File: src/rtl/feature_map_buffer_reader_if.sv
// rtl/feature_map_buffer_reader_if.sv - buffer RAM read port and output stream bundle
interface feature_map_buffer_reader_if #(
  parameter int ADDR_WIDTH = 7,
  parameter int DATA_WIDTH = 16
);
  logic                  rd_en;
  logic [ADDR_WIDTH-1:0] rd_addr;
  logic [DATA_WIDTH-1:0] rd_data;
  logic [DATA_WIDTH-1:0] out_data;
  logic                  out_valid;
  logic                  out_ready;
  logic [3:0]            out_xcoord;
  logic [3:0]            out_ycoord;
  logic                  out_last;

  modport master (
    output rd_en, rd_addr, out_data, out_valid, out_xcoord, out_ycoord, out_last,
    input  rd_data, out_ready
  );

  modport slave (
    input  rd_en, rd_addr, out_data, out_valid, out_xcoord, out_ycoord, out_last,
    output rd_data, out_ready
  );
endinterface

File: src/rtl/feature_map_buffer_reader.sv
// rtl/feature_map_buffer_reader.sv - frame reader streaming buffer words with x/y tags
module feature_map_buffer_reader #(
  parameter int FM_WIDTH   = 11,
  parameter int FM_HEIGHT  = 11,
  parameter int ADDR_WIDTH = 7,
  parameter int DATA_WIDTH = 16
) (
  input  logic clock,
  input  logic reset,
  input  logic buffer_full,
  output logic busy,
  output logic frame_done,
  output logic overrun,
  feature_map_buffer_reader_if.master bus
);
  localparam logic [ADDR_WIDTH-1:0] LAST_ADDR = ADDR_WIDTH'(FM_WIDTH * FM_HEIGHT - 1);
  localparam logic [3:0]            X_LAST    = 4'(FM_WIDTH - 1);
  localparam int                    EW        = DATA_WIDTH + 9;

  typedef enum logic [1:0] {IDLE, READ, DRAIN, DONE} state_t;
  state_t state, state_nx;

  logic                  buffer_full_q, pending, start;
  logic [ADDR_WIDTH-1:0] addr;
  logic [3:0]            ix, iy;
  logic                  inflight;
  logic [8:0]            inflight_tag;
  logic [EW-1:0]         fifo_mem [2];
  logic                  wr_ptr, rd_ptr;
  logic [1:0]            count;
  logic                  push, pop, issue, issue_last, drained;

  assign start      = buffer_full & ~buffer_full_q;
  assign push       = inflight;
  assign pop        = (count != 2'd0) & bus.out_ready;
  // A pop in the same cycle frees a slot, which keeps the stream bubble-free.
  assign issue      = (state == READ) &&
                      (({1'b0, count} + {2'b0, inflight}) < (3'd2 + {2'b0, pop}));
  assign issue_last = issue && (addr == LAST_ADDR);
  assign drained    = !inflight && ((count == 2'd0) || ((count == 2'd1) && pop));

  always_comb begin
    state_nx = state;
    case (state)
      IDLE:    if (start || pending) state_nx = READ;
      READ:    if (issue_last) state_nx = DRAIN;
      DRAIN:   if (drained) state_nx = DONE;
      DONE:    state_nx = IDLE;
      default: state_nx = IDLE;
    endcase
  end

  always_ff @(posedge clock or posedge reset) begin
    if (reset) begin
      state         <= IDLE;
      buffer_full_q <= 1'b0;
      pending       <= 1'b0;
      overrun       <= 1'b0;
    end else begin
      state         <= state_nx;
      buffer_full_q <= buffer_full;
      if (state == IDLE) begin
        pending <= 1'b0;
      end else if (start) begin
        if (pending) overrun <= 1'b1;
        else         pending <= 1'b1;
      end
    end
  end

  // Tags travel with the read so the FIFO head carries its own coordinates.
  always_ff @(posedge clock or posedge reset) begin
    if (reset) begin
      addr         <= '0;
      ix           <= 4'd0;
      iy           <= 4'd0;
      inflight     <= 1'b0;
      inflight_tag <= 9'd0;
    end else begin
      inflight <= issue;
      if (issue) begin
        inflight_tag <= {issue_last, iy, ix};
        if (issue_last) begin
          addr <= '0;
          ix   <= 4'd0;
          iy   <= 4'd0;
        end else begin
          addr <= addr + 1'b1;
          if (ix == X_LAST) begin
            ix <= 4'd0;
            iy <= iy + 4'd1;
          end else begin
            ix <= ix + 4'd1;
          end
        end
      end
    end
  end

  always_ff @(posedge clock or posedge reset) begin
    if (reset) begin
      fifo_mem[0] <= '0;
      fifo_mem[1] <= '0;
      wr_ptr      <= 1'b0;
      rd_ptr      <= 1'b0;
      count       <= 2'd0;
    end else begin
      if (push) begin
        fifo_mem[wr_ptr] <= {inflight_tag, bus.rd_data};
        wr_ptr           <= ~wr_ptr;
      end
      if (pop) rd_ptr <= ~rd_ptr;
      case ({push, pop})
        2'b10:   count <= count + 2'd1;
        2'b01:   count <= count - 2'd1;
        default: count <= count;
      endcase
    end
  end

  assign {bus.out_last, bus.out_ycoord, bus.out_xcoord, bus.out_data} = fifo_mem[rd_ptr];
  assign bus.out_valid = (count != 2'd0);
  assign bus.rd_en     = issue;
  assign bus.rd_addr   = addr;
  assign busy          = (state == READ) || (state == DRAIN);
  assign frame_done    = (state == DONE);
endmodule

File: src/flat_wrapper.sv
// flat-port wrapper written by rule: the top's interface ports become plain ports
module feature_map_buffer_reader_flat 
#(
  parameter int FM_WIDTH   = 11,
  parameter int FM_HEIGHT  = 11,
  parameter int ADDR_WIDTH = 7,
  parameter int DATA_WIDTH = 16
)
  (clock, reset, buffer_full, busy, frame_done, overrun, bus_rd_en, bus_rd_addr, bus_out_data, bus_out_valid, bus_out_xcoord, bus_out_ycoord, bus_out_last, bus_rd_data, bus_out_ready);
  feature_map_buffer_reader_if #(.ADDR_WIDTH(ADDR_WIDTH), .DATA_WIDTH(DATA_WIDTH)) bus_i ();
  input  logic clock;
  input  logic reset;
  input  logic buffer_full;
  output logic busy;
  output logic frame_done;
  output logic overrun;
  output wire logic [$bits(bus_i.rd_en)-1:0] bus_rd_en;
  output wire logic [$bits(bus_i.rd_addr)-1:0] bus_rd_addr;
  output wire logic [$bits(bus_i.out_data)-1:0] bus_out_data;
  output wire logic [$bits(bus_i.out_valid)-1:0] bus_out_valid;
  output wire logic [$bits(bus_i.out_xcoord)-1:0] bus_out_xcoord;
  output wire logic [$bits(bus_i.out_ycoord)-1:0] bus_out_ycoord;
  output wire logic [$bits(bus_i.out_last)-1:0] bus_out_last;
  input wire logic [$bits(bus_i.rd_data)-1:0] bus_rd_data;
  input wire logic [$bits(bus_i.out_ready)-1:0] bus_out_ready;
  assign bus_rd_en = bus_i.rd_en;
  assign bus_rd_addr = bus_i.rd_addr;
  assign bus_out_data = bus_i.out_data;
  assign bus_out_valid = bus_i.out_valid;
  assign bus_out_xcoord = bus_i.out_xcoord;
  assign bus_out_ycoord = bus_i.out_ycoord;
  assign bus_out_last = bus_i.out_last;
  assign bus_i.rd_data = bus_rd_data;
  assign bus_i.out_ready = bus_out_ready;
  feature_map_buffer_reader #(.FM_WIDTH(FM_WIDTH), .FM_HEIGHT(FM_HEIGHT), .ADDR_WIDTH(ADDR_WIDTH), .DATA_WIDTH(DATA_WIDTH)) u_core (.clock(clock), .reset(reset), .buffer_full(buffer_full), .busy(busy), .frame_done(frame_done), .overrun(overrun), .bus(bus_i));
endmodule
File: config.mk
export PLATFORM = sky130hd
export DESIGN_NAME = feature_map_buffer_reader_flat
export DESIGN_NICKNAME = d
export VERILOG_FILES = /design/src/rtl/feature_map_buffer_reader_if.sv /design/src/rtl/feature_map_buffer_reader.sv /design/src/flat_wrapper.sv
export SDC_FILE = /design/constraint.sdc
export NUM_CORES = 1
export LEC_CHECK = 0
export ABC_CLOCK_PERIOD_IN_PS = 2250
export BUFFER_PORTS_ARGS = -buffer_cell sky130_fd_sc_hd__buf_4
export CORE_UTILIZATION = 30
export CTS_BUF_LIST = sky130_fd_sc_hd__clkbuf_4 sky130_fd_sc_hd__clkbuf_8
export DETAILED_ROUTE_END_ITERATION = 16
export PLACE_DENSITY = 0.49
export RECOVER_POWER = 50
export SLEW_MARGIN = 10
export SYNTH_ARGS = -nofsm -noshare
export SYNTH_HDL_FRONTEND = slang
export SYNTH_SLANG_ARGS = --single-unit
File: constraint.sdc
create_clock -name clock -period 2.25 [get_ports clock]
set_input_delay 0 -clock clock [delete_from_list [all_inputs] [get_ports clock]]
set_output_delay 0 -clock clock [all_outputs]
set_load 0.01 [all_outputs]
### Word-level counts from Yosys, hierarchy flattened

Index checks and enable logic that the tools add are counted.

| operators by class | value |
|---|---|
| add/subtract/negate cells | 7 |
| $mul | 0 |
| divide/modulo/power cells | 0 |
| magnitude comparators | 4 |
| equal/unequal tests | 11 |
| shift-type cells | 0 |
| multiplexer cells | 18 |
| bitwise gates (word level) | 8 |
| reduce and logical (&&, ||, !) cells | 18 |

Operators with widths:

| operator | count |
|---|---|
| 25-bit 2-to-1 mux | 4 |
| 50-bit bitwise mux | 1 |
| 25-bit demux with 1-bit select | 1 |
| 4-bit 2-to-1 mux | 4 |
| 4-bit by 1-bit adder with 4-bit output, second input constant | 2 |
| 2-bit case mux with 4 select lines | 1 |
| 2-bit nonzero test | 4 |
| 7-bit by 1-bit adder with 7-bit output, second input constant | 1 |
| 7-bit == test, second input constant | 1 |
| 7-bit 2-to-1 mux | 1 |
| 2-bit by 1-bit == test with 1-bit output, second input constant | 3 |
| 2-bit == test, second input constant | 3 |
| 2-bit 2-to-1 mux | 3 |
| 2-bit by 1-bit != test with 1-bit output, second input constant | 3 |
| 3-bit AND reduction | 2 |
| 1-bit logical AND | 5 |
| 4-bit == test, second input constant | 1 |
| 2-bit greater-or-equal comparator, second input constant | 2 |
| 2-bit logical NOT | 2 |
| 1-bit inverter | 4 |
| 1-bit inverter with 2-bit output | 2 |
| 2-bit case mux with 2 select lines | 1 |
| 2-bit by 1-bit adder with 3-bit output | 1 |
| 2-bit by 1-bit adder with 3-bit output, first input constant | 1 |
| 9 further kinds | 13 |

| word-level totals | value |
|---|---|
| bits in registers | 84 |
| latch bits | 0 |
| RAM bits | 0 |
| ROM bits | 0 |
| bits of input ports | 20 |
| output and inout bits | 37 |
| logic and storage cells | 80 |
| memories kept | 0 |

### Logic depth before layout (Yosys ltp)

| logic depth | value |
|---|---|
| depth in word-level cells | 8 |
| gate-level depth with buffers | 9 |
| gate-level depth less buffers | 7 |

### Least setup slack after synthesis

OpenSTA, ideal clock, no wires.

| path | value |
|---|---|
| kind | register to register |
| from | register u_core.count[0] |
| to | register u_core.state[1] |
| library setup time | 0.128 ns |
| arrival time | 1.783 ns |
| required time | 2.122 ns |
| slack | 0.340 ns |
| cell stages (with the launch flop) | 7 |
| buffers on the path | 0 |
| period minus slack after synthesis | 1.910 ns |
| path through | dfrtp_1 -> ha_1 -> ha_1 -> and4bb_1 -> o211ai_1 -> a221oi_2 -> mux2_1 |

| between the ends | value |
|---|---|
| word-level cells in the longest chain between the ends | 8 |
| elaborated cells on any way between the ends | 15 |
| those cells by class | add/sub: 2; order compare: 1; eq/ne: 3; bitwise: 1; reduce/logical: 8 |

RTL lines:

| element | RTL line | RTL |
|---|---|---|
| start: declaration | feature_map_buffer_reader.sv:30 | `logic [1:0] count;` |
| start signal: assignment | feature_map_buffer_reader.sv:114 | `2'b10: count <= count + 2'd1;` |
| start signal: assignment | feature_map_buffer_reader.sv:115 | `2'b01: count <= count - 2'd1;` |
| start signal: assignment | feature_map_buffer_reader.sv:116 | `default: count <= count;` |
| 2-bit nonzero test | feature_map_buffer_reader.sv:35 | `assign pop = (count != 2'd0) & bus.out_ready;` |
| 1-bit bitwise AND | feature_map_buffer_reader.sv:35 |  |
| 2-bit by 1-bit adder with 3-bit output | feature_map_buffer_reader.sv:38 | `(({1'b0, count} + {2'b0, inflight}) < (3'd2 + {2'b0, pop}));` |
| 3-bit < comparator | feature_map_buffer_reader.sv:38 |  |
| 1-bit logical AND | feature_map_buffer_reader.sv:37 | `assign issue = (state == READ) &&` |
| 1-bit logical AND | feature_map_buffer_reader.sv:39 | `assign issue_last = issue && (addr == LAST_ADDR);` |
| 2-bit by 1-bit != test with 1-bit output (no source line) | -- |  |
| 3-bit AND reduction (no source line) * | -- |  |
| end signal: assignment | feature_map_buffer_reader.sv:60 | `state <= state_nx;` |
| end: declaration | feature_map_buffer_reader.sv:21 | `state_t state, state_nx;` |

Every way passes the cells marked *; elsewhere a longest branch is shown, timed or not.
A chain may end at the register's enable or synchronous reset.

### Final worst setup path

| path | value |
|---|---|
| from | register u_core.count[0] |
| to | output bus_rd_en |

| between the ends | value |
|---|---|
| word-level cells in the longest chain between the ends | 5 |
| elaborated cells on any way between the ends | 6 |
| those cells by class | add/sub: 2; order compare: 1; bitwise: 1; reduce/logical: 2 |

RTL lines:

| element | RTL line | RTL |
|---|---|---|
| 2-bit nonzero test | feature_map_buffer_reader.sv:35 |  |
| 1-bit bitwise AND | feature_map_buffer_reader.sv:35 |  |
| 2-bit by 1-bit adder with 3-bit output | feature_map_buffer_reader.sv:38 |  |
| 3-bit < comparator * | feature_map_buffer_reader.sv:38 |  |
| 1-bit logical AND * | feature_map_buffer_reader.sv:37 |  |
| end: declaration | flat_wrapper.sv:17 | `output wire logic [$bits(bus_i.rd_en)-1:0] bus_rd_en;` |

Marked as above.

==> results by stage <==
Run status:
- The flow ran to the end, but the final reports show violations.
- The checks that failed: max-capacitance violations, max-slew violations.

Global route:
- The via count of the first global-routing pass is 2715.
- The remaining global-route overflow is 0.
- The total global-route track usage is 13.3%.
- Entering global routing, the biggest net connects 35 pins.
- The number of antenna violations at the first check in global routing is 0.
- The first global-routing pass estimated 13400 um of wire.

Worst setup path:
- In this run the critical register-to-register path is launched from u_core.count[0].
- The critical setup path kind is flip-flop to primary output.
- The biggest cell delay along the critical path is 0.43 ns.
- STA puts the critical path data arrival time at 2.04 ns.
- Along the worst path, the maximum fanout reaches 18.
- Walking the worst path, the cells encountered are ha_1, ha_1, inv_1, o21ai_1, buf_4, inv_2, buf_4.
- The logic depth of the worst register-to-register path is 6.
- At the worst endpoint, the required time is 2.25 ns.
- For this design, the slowest cell found on the critical path is sky130_fd_sc_hd__dfrtp_1.
- The startpoint kind of the worst setup timing path is a flip-flop.
- The worst register-to-register path ends at u_core.state[1].
- The flop-to-flop setup slack is 0.22 ns.
- The capturing element type of the critical path is a primary output.

STA:
- The actual transition at the worst max-transition pin is 1.57 ns.
- After layout, the worst path uses 90.6% of the clock period.
- The count of final max-slew check failures is 35.
- The setup TNS is 0 ns.
- The count of endpoints failing hold in the final timing report is 0.
- The count of endpoints failing setup in the final report is 0.
- The post-layout minimum cycle time is 2.04 ns.
- Setup repair after global routing left no endpoint under its margin.
- The highest attainable clock frequency is 0.491 GHz.
- Measured against its own limit, the worst slew margin works out to -5.08%.
- On the final layout, the worst clock skew is 0.00778 ns.

Die:
- The area of the core is 12300 um2.
- The floorplan has 40 rows.
- The die is 115 um tall.
- The die is 115 um wide.
- For this configuration, the core starts out at a cell density of 31.4%.
- The die area is 13300 um2.
- The total I/O pin count is 57.

Drt:
- The final layout contains routed wiring with a total length of 7880 um.
- The wire length per cell after detailed routing is 14.0 um.
- For this block, the via count after detailed routing is 2569.
- The DRC marker count from the first detailed-route iteration is 115.
- Dividing the detail-routed via count by the number of cells gives 4.56.
- The number of nets with antenna violations after routing is 0.
- The first detailed-routing pass took 4 iterations.
- The residual DRC count is 0.

Synthesis:
- The synthesized area divided by synthesized cell count is 12.4 um2.
- The number of nets in the synthesized netlist is 345.
- The Yosys step of the flow raised 0 warnings.
- The netlist area before placement is 3850 um2.
- For this run, asynchronously set or reset flops after synthesis account for 100%.
- In this run, synthesis inferred 0 flip-flops with an integrated enable.
- The cell count after synthesis is 311.
- Yosys mapped the design onto 38 distinct sky130hd cell types.
- The number of storage elements in the synthesis netlist is 84.
- The register area share after synthesis is 54.7%.
- The flip-flop cell with the highest count after synthesis is sky130_fd_sc_hd__dfrtp_1.

Power and ir drop:
- The power per cell area is 1390 nW/um2.
- Of the total power, the share spent switching nets is 35.6%.
- The logic gate share of total power is 44.4%.
- The maximum VDD drop is 0.392 mV.
- The leakage power total is 2.17 nW.
- The total power is 0.00668 W.
- The clock network is responsible for 14.8% of the overall power.
- The internal power consumption is 0.00430 W.
- The net switching component of the power is 0.00238 W.
- The sequential group share of total power is 40.9%.

CTS:
- In this run, post-CTS repair resized a total of 0 instances.
- The number of buffers added for setup after CTS is 0.
- The maximum level of the CTS H-tree is 3.
- The clock transition at the registers of the reported paths is 0.08 ns.
- The buffer levels on the longest clock path is 2.
- TritonCTS built the clock tree.
- The latest clock arrival within the worst-skew pair is 0.36 ns.
- The root buffer cell is sky130_fd_sc_hd__clkbuf_8.
- The clock drives 84 sinks.
- The number of buffers created by CTS is 9.

Job:
- The number of max-capacitance violations reported is 1.

Placed design:
- The final weighted congestion in routability-driven placement is 0.696.
- The cell area after placement is 4500 um2.
- The sum of net half-perimeters after detailed placement is 5240 um.
- In this run the tool buffered the top-level ports with 56 buffer cells.

Final layout:
- The area growth from synthesis to layout is 24.7%.
- Leaving out fill and tap cells, the most frequent cell in the layout is sky130_fd_sc_hd__dfrtp_1.
- The number of fillers in the final layout is 1216.
- Of the cells placed in the final design, the portion with a size suffix greater than 1 is 37.5%.
- The antenna diode instance count is 0.
- The top cell types in the final layout, fill and taps aside, are 84 x sky130_fd_sc_hd__dfrtp_1, 75 x sky130_fd_sc_hd__mux2_2, 46 x sky130_fd_sc_hd__buf_4, 31 x sky130_fd_sc_hd__nand2_1, 18 x sky130_fd_sc_hd__dlygate4sd3_1.
- The final layout contains 425 nets.
- The final design instance area without fill is 4800 um2.

Worst hold path:
- The startpoint identified for the worst hold timing path is bus_out_ready.
- The worst hold path belongs to the class primary input to flip-flop.
- The number of cells on the worst hold path is 3.
- The sink of the worst hold path is u_core.rd_ptr.
==> routing by layer <==
metal / vias to the layer above / part of all wire (%) / global-route usage, % / wire length, um
met5: - / 0 / 0 / 0
met4: 0 / 2.1 / 6.75 / 169
met3: 11 / 4.4 / 3.58 / 347
met2: 50 / 47 / 21.4 / 3680
met1: 1271 / 47 / 16.5 / 3680
li1: 1237 / - / - / -
==> metrics by stage <==
step                      hold slack, ns  setup slack [ns]  instances  utilization [%]
final                             0.0561             0.212        563             39.1
after global routing              0.0733            0.0484        563             39.1
after CTS                         0.0412             0.183        563             39.6
after detailed placement           0.117             0.229        530             36.7
after global placement             0.110             0.270        530             36.7
after floorplan                   0.0314            0.0849        311                -
==> power groups by stage <==
stage / combinational (W) / sequential (W) / clock (W)
after floorplan: 0.00203 / 0.00260 / 0
after global placement: 0.00303 / 0.00274 / 0
after detailed placement: 0.00307 / 0.00277 / 0
after CTS: 0.00311 / 0.00274 / 0.00104
after global routing: 0.00331 / 0.00285 / 0.00110
final: 0.00296 / 0.00273 / 0.000985
==> worst max-delay path, delay by kind of cell (launching register included) <==
kind / cells / cell delay [ns]
adder cells (fa/ha/maj): 2 / 0.48
flip-flops: 1 / 0.43
AO/OA/AOI/OAI: 1 / 0.07
buffers and inverters: 4 / 0.70
==> cell families (layout without fill, tap and decap cells) <==
family	Yosys count	count (layout)	synth area share, %
and+or+nand+nor	64	64	8.46
AOI/OAI and AO/OA	38	38	5.82
adders and majority gates	14	14	4.55
DFF	84	84	54.7
muxes	76	76	22.3
xor gates and xnor gates	4	4	0.911
buffers and inverters	31	115	3.35
==> worst max path at each step <==
stage	end	start	slack, ns
detailed placement	u_core.state[1]	u_core.inflight	0.23
finish	bus_rd_en	u_core.count[0]	0.21
CTS	bus_rd_en	u_core.count[0]	0.18
global route	bus_rd_en	u_core.count[0]	0.05
global placement	u_core.state[1]	u_core.count[0]	0.27
floorplan	u_core.buffer_full_q	reset	0.08
==> synthesized netlist by cell type, types with 3 or more instances <==
master | count | area (um2)
sky130_fd_sc_hd__or3_1 | 3 | 18.8
sky130_fd_sc_hd__nand2_1 | 31 | 116
sky130_fd_sc_hd__o21ai_1 | 3 | 15.0
sky130_fd_sc_hd__inv_1 | 18 | 67.6
sky130_fd_sc_hd__a21oi_1 | 8 | 40.0
sky130_fd_sc_hd__nor2_1 | 5 | 18.8
sky130_fd_sc_hd__dfrtp_1 | 84 | 2100
sky130_fd_sc_hd__nor2b_1 | 3 | 18.8
sky130_fd_sc_hd__nand3_1 | 7 | 35.0
sky130_fd_sc_hd__mux2_2 | 75 | 845
sky130_fd_sc_hd__buf_2 | 10 | 50.1
sky130_fd_sc_hd__ha_1 | 14 | 175
sky130_fd_sc_hd__o21ai_0 | 17 | 85.1
==> layout make-up <==
type                       instances  area, um2  area share [%]
timing repair buffer              81        619            12.9
sequential                        84       2100            43.8
multi-input combinational        196       1620            33.7
tap                              168        210            4.38
clock buffer                      11        151            3.16
clock inverter                     4       25.0           0.522
inverter                          19       72.6            1.51
==> sequential cells by signal, indices dropped and copies added (netlist names), 2 cells and up <==
| name | cells |
|---|---|
| u_core.fifo_mem | 50 |
| u_core.count | 2 |
| u_core.inflight_tag | 9 |
| u_core.iy | 4 |
| u_core.bus.rd_addr | 7 |
| u_core.state | 2 |
| u_core.ix | 4 |
==> what timing repair did <==
action                                  CTS  global route
endpoints found under the hold margin    65             0
hold buffers                             18             0
endpoints found under the setup margin    0             0
No activity file was read; power rests on OpenSTA's default activity.
